[config.mk]
export PLATFORM = sky130hd
export DESIGN_NAME = priority_encoder_8to3
export DESIGN_NICKNAME = d
export VERILOG_FILES = /design/src/rtl/priority_encoder_8to3.sv
export SDC_FILE = /design/constraint.sdc
export NUM_CORES = 1
export LEC_CHECK = 0
export ABC_AREA = 1
export BUFFER_PORTS_ARGS = -buffer_cell sky130_fd_sc_hd__buf_4
export CAP_MARGIN = 10
export CORE_AREA = 2 2 39 41
export CTS_CLUSTER_DIAMETER = 150
export DETAILED_ROUTE_END_ITERATION = 8
export DIE_AREA = 0 0 41 43
export PLACE_DENSITY = 0.4
export SLEW_MARGIN = 25
export SYNTH_ARGS = -nofsm -noshare
export SYNTH_HDL_FRONTEND = slang
export SYNTH_SLANG_ARGS = --single-unit
export TNS_END_PERCENT = 20
[constraint.sdc]
create_clock -name clk -period 0.8 [get_ports clk]
set_input_delay 0.16 -clock clk [delete_from_list [all_inputs] [get_ports clk]]
set_output_delay 0.16 -clock clk [all_outputs]
set_load 0.01 [all_outputs]
[src/rtl/priority_encoder_8to3.sv]
// Registered 8-to-3 priority encoder: index of the highest set request bit plus a valid flag.
// Bit 7 wins over all lower bits; an all-zero request yields code 0 with valid low.

module priority_encoder_8to3 (
    input  logic       clk,
    input  logic       rst_n,
    input  logic [7:0] din,
    output logic [2:0] code,
    output logic       valid
);

    logic [2:0] code_d;
    logic       valid_d;

    // Ascending scan so the highest set bit is the last assignment and wins.
    always_comb begin
        code_d = 3'b000;
        for (int i = 0; i < 8; i++) begin
            if (din[i]) begin
                code_d = 3'(i);
            end
        end
        valid_d = |din;
    end

    always_ff @(posedge clk or negedge rst_n) begin
        if (!rst_n) begin
            code  <= 3'b000;
            valid <= 1'b0;
        end else begin
            code  <= code_d;
            valid <= valid_d;
        end
    end

endmodule

==> flow_summary.toml <==
[synthesis]
synth_warnings = 0
syn_avg_cell_area_um2 = 7.40
yosys_register_bits = 4
syn-instance-count = 24
netlist_top_cells_area = "dfrtp_1, nand2_1, inv_1"
synth_top_area_share_pct = 56.3
mappedNetlistNets = 34
ys_seq_area_share_pct = 56.3
syn-cell-area_um2 = 178
synthDistinctLibCells = 6
synth_largest_area_cell = "dfrtp_1"

[sta]
slew_headroom_pct = 85.8
worst_slew_pin_slew_ns = 0.213
setup_ws_ns = -0.0731
min_period_ns = 0.873
timing.fmax_mhz = 1150
setup_violations = 4
timing.final.crit_share_pct = 109
grt_setup_unrepaired = "true"
finalHoldViolCount = 0
setup_tns_ns = -0.277
slew_viol_final = 0

[power]
total_power_uw = 550
peakVddDrop_mv = 0.416
leakage_uw = 0.000183
p_sw_share_pct = 21.3
p_per_area_nw_per_um2 = 1600
internal_power_uw = 433
pwr-share-comb_pct = 16.1
power_frac_clock_pct = 44.9
switching_power_uw = 117
seq_power_share_pct = 38.9

[place]
port_buffers = 13
place_ws_ns = 0.0245
dp_cells = 53
gp_congestion = 0.572
hpwl_um = 302

[floorplanning]
ios = 14
start_util_pct = 12.8
die_h_um = 43
rows = 14
dieArea_um2 = 1760
core_um2 = 1380
die_width_um = 41

[worst_setup_path]
crit_required_ns = 0.64
cp_max_fo = 1
path_buf_inv = 1
cp_slowest_cell = "dfrtp_1"
worstSetupPathType = "register to primary output"
cp-start-kind = "register"
path_delay_family = "flip-flops"
worstPathCellList = "buf_6"
critPathMaxStageDelay_ns = 0.36
critical_path.endpoint_type = "primary output"
arrival_ns = 0.71

[clocking]
post_cts_buffers = 0
cts_max_level = 1
cts_buffers = 3
cts_tree = "yes"
cts_sinks = 4
clockBufferDepth = 2
cts_root_buffer = "clkbuf_4"
clkTransAtPathRegs_ns = 0.04

[route]
vias = 174
viasPerCell = 3.05
drcViolationCount = 0
drtIter0Drc = 0
wirelength_um = 369
wl_per_cell_um = 6.47
detail-route-antenna-nets = 0
drtPass1Iterations = 1

[global_routing]
grt_pass1_vias = 154
grt_first_pass_wirelength_um = 510
grt_start_max_net_pins = 5
grt-ovfl-total = 0
antenna_found_initial = 0
grt_usage_pct = 5.13

[cells_and_area]
diodes = 0
multi_input_area_um2 = 55.1
final_cell_mix = "nand2_1, buf_4, inv_1, dfrtp_1, buf_6"
area_growth_pct = 93.0
regArea_um2 = 100
drive_gt1_share_pct = 39.0
finalCoreUtilization_pct = 24.8
n_fill_cell = 163
fin_cells = 57
final_common_cell = "nand2_1"
fin_nets = 53

[run_status]
violations = "setup timing"
outcome = "complete, but fails checks"

[min_path]
hp-class = "input port to register"

[flow_run]
cap_violations = 0
metal layers:
layer | wire length, µm | GRT usage, % | share of wire (%) | vias to the layer above
li1 | - | - | - | 102
met1 | 157 | 5.16 | 43 | 61
met2 | 171 | 5.31 | 46 | 11
met3 | 41 | 0 | 11 | 0
met4 | 0 | 12.0 | 0 | 0
met5 | 0 | 0 | 0 | -
path summary, 6_finish.rpt:
path                       startpoint  endpoint  slack [ns]  cells after the start
max in group asynchronous       rst_n   code[1]        0.44                      2
min in group asynchronous       rst_n   code[2]        0.26                      2
worst max-delay path          code[0]   code[0]       -0.07                      1
worst min-delay path           din[7]   code[0]        0.12                      3
timing repair:
action,in CTS,in global routing
setup endpoints to repair,4,4
hold buffers,1,0
resized for setup,4,0
hold endpoints to repair,4,0
synthesized netlist by cell type:
cell type / n
nor3_1: 1
nand3_1: 1
dfrtp_1: 4
inv_1: 6
nand2_1: 10
nor2_1: 2
power groups by stage:
| stage | Sequential, µW | Clock, µW | Combinational, µW |
|---|---|---|---|
| after floorplan | 220 | 0 | 23.0 |
| after global placement | 216 | 0 | 82.2 |
| after global routing | 215 | 268 | 99.9 |
| after CTS | 214 | 265 | 90.5 |
| final | 214 | 247 | 88.7 |
| after detailed placement | 215 | 0 | 82.1 |
final cells by class:
class	count	share of cell area (%)
timing repair buffer	14	35.8
sequential	4	29.2
multi-input combinational	14	16.1
clock buffer	3	6.57
inverter	6	6.57
tap	16	5.84
metrics by stage:
| stage | hold WS, ns | cell area (µm²) |
|---|---|---|
| 6_report | 0.121 | 343 |
| 5_1_grt | 0.121 | 343 |
| 4_1_cts | 0.112 | 343 |
| 3_5_place_dp | -0.0418 | 295 |
| 3_3_place_gp | -0.0419 | 295 |
| 2_1_floorplan | -0.136 | 178 |
logic make-up (layout without fill, tap and decap cells):
logic type	count (synthesis)	count (layout)	share of synthesized area [%]
buffers and inverters	6	23	12.7
flip-flops	4	4	56.3
AND/OR/NAND/NOR	14	14	31.0
registers in the layout (all words and copies together) (netlist names):
name / cells
valid: 1
code: 3
(Power assumes the default switching activity.)
